<file path="config.mk">
export PLATFORM = sky130hd
export DESIGN_NAME = vga_sram_frame_reader
export DESIGN_NICKNAME = d
export VERILOG_FILES = /design/src/rtl/vga_sram_frame_reader.sv
export SDC_FILE = /design/constraint.sdc
export NUM_CORES = 1
export LEC_CHECK = 0
export BUFFER_PORTS_ARGS = -buffer_cell sky130_fd_sc_hd__buf_2
export CAP_MARGIN = 0
export CORE_ASPECT_RATIO = 1.4
export CORE_MARGIN = 2
export CORE_UTILIZATION = 60
export CTS_CLUSTER_SIZE = 8
export DETAILED_ROUTE_END_ITERATION = 10
export PLACE_DENSITY = 0.91
export SETUP_SLACK_MARGIN = 0.02
export SLEW_MARGIN = 0
export SYNTH_ARGS = -nofsm -noshare
export SYNTH_HDL_FRONTEND = slang
export SYNTH_SLANG_ARGS = --single-unit
</file>
<file path="constraint.sdc">
create_clock -name clk -period 10.6 [get_ports clk]
set_input_delay 0.53 -clock clk [delete_from_list [all_inputs] [get_ports clk]]
set_output_delay 0.53 -clock clk [all_outputs]
set_load 0.05 [all_outputs]
</file>
<file path="src/rtl/vga_sram_frame_reader.sv">
// vga_sram_frame_reader: reads a visible VGA frame from the SRAM framebuffer over AXI-Lite,
// one word per pixel in raster order, with a single read in flight at a time. Each pixel is
// presented with its column/row on a valid/ready stream toward the VGA output FIFO.
module vga_sram_frame_reader #(
    parameter int unsigned AXI_ADDR_WIDTH = 20,
    parameter int unsigned AXI_DATA_WIDTH = 16,
    parameter int unsigned H_VISIBLE      = 640,
    parameter int unsigned V_VISIBLE      = 480
) (
    input  logic                      clk,
    input  logic                      reset,

    input  logic                      start,
    output logic                      busy,
    output logic                      frame_done,
    output logic                      rd_err,

    output logic [AXI_ADDR_WIDTH-1:0] s_axi_araddr,
    output logic                      s_axi_arvalid,
    input  logic                      s_axi_arready,
    input  logic [AXI_DATA_WIDTH-1:0] s_axi_rdata,
    input  logic [1:0]                s_axi_rresp,
    input  logic                      s_axi_rvalid,
    output logic                      s_axi_rready,

    output logic [AXI_DATA_WIDTH-1:0] m_pix_data,
    output logic [9:0]                m_pix_col,
    output logic [9:0]                m_pix_row,
    output logic                      m_pix_last,
    output logic                      m_pix_valid,
    input  logic                      m_pix_ready
);

    localparam logic [9:0] ColLast = 10'(H_VISIBLE - 1);
    localparam logic [9:0] RowLast = 10'(V_VISIBLE - 1);

    typedef enum logic [1:0] {StIdle, StAddr, StData, StOut} state_e;

    state_e                    state_q;
    logic [9:0]                col_q;
    logic [9:0]                row_q;
    logic [9:0]                next_col;
    logic [9:0]                next_row;
    logic [AXI_ADDR_WIDTH-1:0] next_addr;

    // Raster advance and the word address of the pixel that follows the current one.
    always_comb begin
        next_col = col_q + 10'd1;
        next_row = row_q;
        if (col_q == ColLast) begin
            next_col = '0;
            next_row = row_q + 10'd1;
        end
        // Full 32-bit product, then truncated to the bus address width.
        next_addr = AXI_ADDR_WIDTH'(32'(next_row) * 32'(H_VISIBLE) + 32'(next_col));
    end

    // Frame walk FSM; every bus and stream output is registered here.
    always_ff @(posedge clk or negedge reset) begin
        if (!reset) begin
            state_q       <= StIdle;
            col_q         <= '0;
            row_q         <= '0;
            busy          <= 1'b0;
            frame_done    <= 1'b0;
            rd_err        <= 1'b0;
            s_axi_araddr  <= '0;
            s_axi_arvalid <= 1'b0;
            s_axi_rready  <= 1'b0;
            m_pix_data    <= '0;
            m_pix_col     <= '0;
            m_pix_row     <= '0;
            m_pix_last    <= 1'b0;
            m_pix_valid   <= 1'b0;
        end else begin
            frame_done <= 1'b0;
            unique case (state_q)
                StIdle: begin
                    // A start landing on the frame_done cycle is still treated as busy.
                    if (start && !frame_done) begin
                        col_q         <= '0;
                        row_q         <= '0;
                        rd_err        <= 1'b0;
                        busy          <= 1'b1;
                        s_axi_araddr  <= '0;
                        s_axi_arvalid <= 1'b1;
                        state_q       <= StAddr;
                    end
                end
                StAddr: begin
                    if (s_axi_arready) begin
                        s_axi_arvalid <= 1'b0;
                        s_axi_rready  <= 1'b1;
                        state_q       <= StData;
                    end
                end
                StData: begin
                    if (s_axi_rvalid) begin
                        s_axi_rready <= 1'b0;
                        m_pix_data   <= s_axi_rdata;
                        m_pix_col    <= col_q;
                        m_pix_row    <= row_q;
                        m_pix_last   <= (col_q == ColLast) && (row_q == RowLast);
                        // Errored words still flow downstream; only the sticky flag records it.
                        rd_err       <= rd_err | (s_axi_rresp != 2'b00);
                        m_pix_valid  <= 1'b1;
                        state_q      <= StOut;
                    end
                end
                StOut: begin
                    if (m_pix_ready) begin
                        m_pix_valid <= 1'b0;
                        if (m_pix_last) begin
                            m_pix_last <= 1'b0;
                            busy       <= 1'b0;
                            frame_done <= 1'b1;
                            state_q    <= StIdle;
                        end else begin
                            col_q         <= next_col;
                            row_q         <= next_row;
                            s_axi_araddr  <= next_addr;
                            s_axi_arvalid <= 1'b1;
                            state_q       <= StAddr;
                        end
                    end
                end
                default: state_q <= StIdle;
            endcase
        end
    end

endmodule
</file>
==> impl_metrics.csv <==
group,metric,value,unit
die,ios,87,
sta,finalCritPeriodShare,0.446,
sta,setup_viol,0,
setup_path,rrSetupSlack,5.87,ns
drt,via_per_inst,6.09,
clock_tree,post_cts_buffers,0,
setup_path,rr_startpoint,"s_axi_araddr[0]$_DFFE_PN0P_",
clock_tree,cts_tree,"yes",
placement,placedInstanceArea,4770,um^2
pwr,power_leakage,2.52,nW
sta,tightest_slew,0.960,ns
final_layout,finalInstanceArea,4960,um^2
final_layout,layout_common_cells,"buf_2, dfrtp_1, nand2_1",
sta,finalHoldViolCount,0,
drt,routed_wl,10400,um
synthesis,ys_warn_count,0,
sta,final.setup.tns,0,ns
setup_path,crit_arrival,5.02,ns
synthesis,synth.distinct_cells,58,
final_layout,final_util,0.711,
grt,grtUsageTotal,0.273,
placement,pre_cts_ws,6.03,ns
final_layout,area_delta_synth_final,14.3,%
final_layout,drive_gt1_frac,0.301,
sta,skew,0.0102,ns
sta,grt_setup_unrepaired,"no",
clock_tree,holdBufCountCts,0,
grt,antenna_found_initial,0,
placement,io_buffers,86,
drt,dr_total_vias,3591,
pwr,irDropWorstVdd,0.144,mV
die,rows,36,
clock_tree,clk_pin_slew,0.08,ns
final_layout,final_common_cell,"buf_2",
setup_path,worstSetupEndpointType,"flop",
sta,fin_crit,4.73,ns
pwr,fin_total_pwr,1.07,mW
final_layout,fin_cells,590,
sta,worst_slack,5.87,ns
drt,firstDrtPassIters,5,
setup_path,critical_path_class,"flop to flop",
setup_path,worst-r2r-cell-count,14,
synthesis,ys.flop_type,"dfrtp_1",
clock_tree,clockBufferDepth,2,
synthesis,syn_area_per_cell,10.5,um^2
worst_hold_path,hp-class,"input port to async pin",
synthesis,ys_ff_latch,78,
clock_tree,clock-root-buffer,"clkbuf_8",
grt,grt_pass1_wl,16700,um
setup_path,worstPathRequired,10.89,ns
clock_tree,worstSkewPairLatency,0.36,ns
setup_path,cp_max_fo,7,
drt,remaining_drc_errors,0,
synthesis,seq_area_frac_synth,0.450,
die,fp.dieArea,7940,um^2
synthesis,synthArstFlopShare,1.00,
die,coreArea,6980,um^2
drt,route.detailed.wl_per_inst,17.6,um
synthesis,synthesis.area,4340,um^2
status,status,"finished, final reports clean",
die,die_h,105,um
grt,grt_pass1_vias,3695,
placement,hpwlAfterDp,7330,um
die,start_util,0.622,
setup_path,r2r-end,"s_axi_araddr[18]$_DFFE_PN0P_",
placement,dp_cells,575,
drt,first_iter_violations,233,
final_layout,antennaDiodeCount,0,
grt,grt_start_max_net_pins,79,
setup_path,start_kind,"flop",
clock_tree,clkSinkCount,78,
synthesis,synth_nets,465,
clock_tree,htree_levels,3,
sta,hold_ws,0.328,ns
synthesis,synth_edf_count,0,
run,maxCapViolations,0,
placement,gp_congestion,0.942,
grt,grt_overflow_total,0,
die,fp.dieW,75.9,um
clock_tree,cts_buffers,9,
pwr,powerDensity,215,nW/um^2
drt,drtAntennaViolNets,0,
sta,maxSlewViolCount,0,
sta,relSlewSlack,0.360,
synthesis,syn_inst,414,
sta,fmax,211,MHz
final_layout,nNetsFinal,542,
clock_tree,cts_resized,0,
## power by group
part,leakage [nW],switching [mW],total (mW),internal (mW)
combinational,1.39,0.341,0.461,0.120
clock,0.0952,0.109,0.222,0.113
sequential,1.03,0.0333,0.385,0.352
## kinds of logic after synthesis
family | synth area share
flops | 0.450
xor+xnor | 0.0403
compound gates | 0.149
simple gates | 0.140
fa+ha+maj | 0.0813
buf+inv | 0.0415
mux | 0.0977
## sequential cells by signal (all words and copies together) (netlist names)
signal / flops
col_q: 3
m_pix_last: 1
busy: 1
s_axi_araddr: 20
s_axi_arvalid: 1
rd_err: 1
m_pix_col: 10
m_pix_row: 10
state_q: 2
m_pix_valid: 1
s_axi_rready: 1
row_q: 10
frame_done: 1
m_pix_data: 16
## cells in the mapped netlist, drive strengths merged, types with 3 or more instances
library cell / n / area share
a211oi: 6 / 0.010
a21o: 3 / 0.0052
a21oi: 12 / 0.014
a22o: 7 / 0.014
a31oi: 5 / 0.0072
and3: 5 / 0.0075
buf: 13 / 0.020
clkbuf: 9 / 0.012
dfrtp: 78 / 0.45
ha: 25 / 0.072
inv: 11 / 0.0095
mux2: 35 / 0.091
mux2i: 3 / 0.0069
nand2: 45 / 0.039
nand2b: 4 / 0.0058
nand3: 13 / 0.015
nand4: 9 / 0.016
nor2: 19 / 0.016
nor2b: 4 / 0.0058
nor3: 6 / 0.0069
nor3b: 3 / 0.0075
o211ai: 3 / 0.0063
o21ai: 39 / 0.045
o31ai: 8 / 0.014
o41ai: 3 / 0.0061
xnor2: 12 / 0.024
xor2: 8 / 0.016
## layer usage
metal,global-route usage,wire length [um],vias to the layer above
met5,0,0,-
met4,0.138,354,0
met3,0.0675,590,40
met2,0.464,5460,178
met1,0.302,3960,1726
li1,-,-,1647
## critical path, cell delays in order (launching register included)
cell and delay, ns:
dfrtp_1 0.42, ha_1 0.26, nand4_1 0.19, nor3b_2 0.47, and2_1 0.28, nand3_1 0.14, xnor2_1 0.27, ha_1 0.31
ha_1 0.32, a211oi_1 0.58, o211ai_1 0.23, a221oi_1 0.53, and4_2 0.32, nand3_1 0.12, o211ai_2 0.19
## how the worst max path moves through the flow
stage	startpoint	to	slack (ns)	depth (start not counted)
final	s_axi_araddr[0]$_DFFE_PN0P_	s_axi_araddr[18]$_DFFE_PN0P_	5.87	14
after global routing	s_axi_araddr[0]$_DFFE_PN0P_	s_axi_araddr[18]$_DFFE_PN0P_	5.42	14
after CTS	s_axi_araddr[0]$_DFFE_PN0P_	s_axi_araddr[18]$_DFFE_PN0P_	5.96	14
after detailed placement	s_axi_araddr[0]$_DFFE_PN0P_	s_axi_araddr[17]$_DFFE_PN0P_	6.03	14
after global placement	s_axi_araddr[0]$_DFFE_PN0P_	s_axi_araddr[17]$_DFFE_PN0P_	6.24	14
after floorplan	s_axi_araddr[0]$_DFFE_PN0P_	s_axi_araddr[17]$_DFFE_PN0P_	6.56	14
## layout make-up
cell class | count | area [um^2]
Tap cell | 95 | 119
Sequential cell | 78 | 1950
Inverter | 11 | 41.3
Clock inverter | 4 | 47.5
Clock buffer | 11 | 141
Fill cell | 488 | 2020
Timing Repair Buffer | 88 | 448
Multi-Input combinational cell | 303 | 2210
Power figures use the tool's default switching activity.
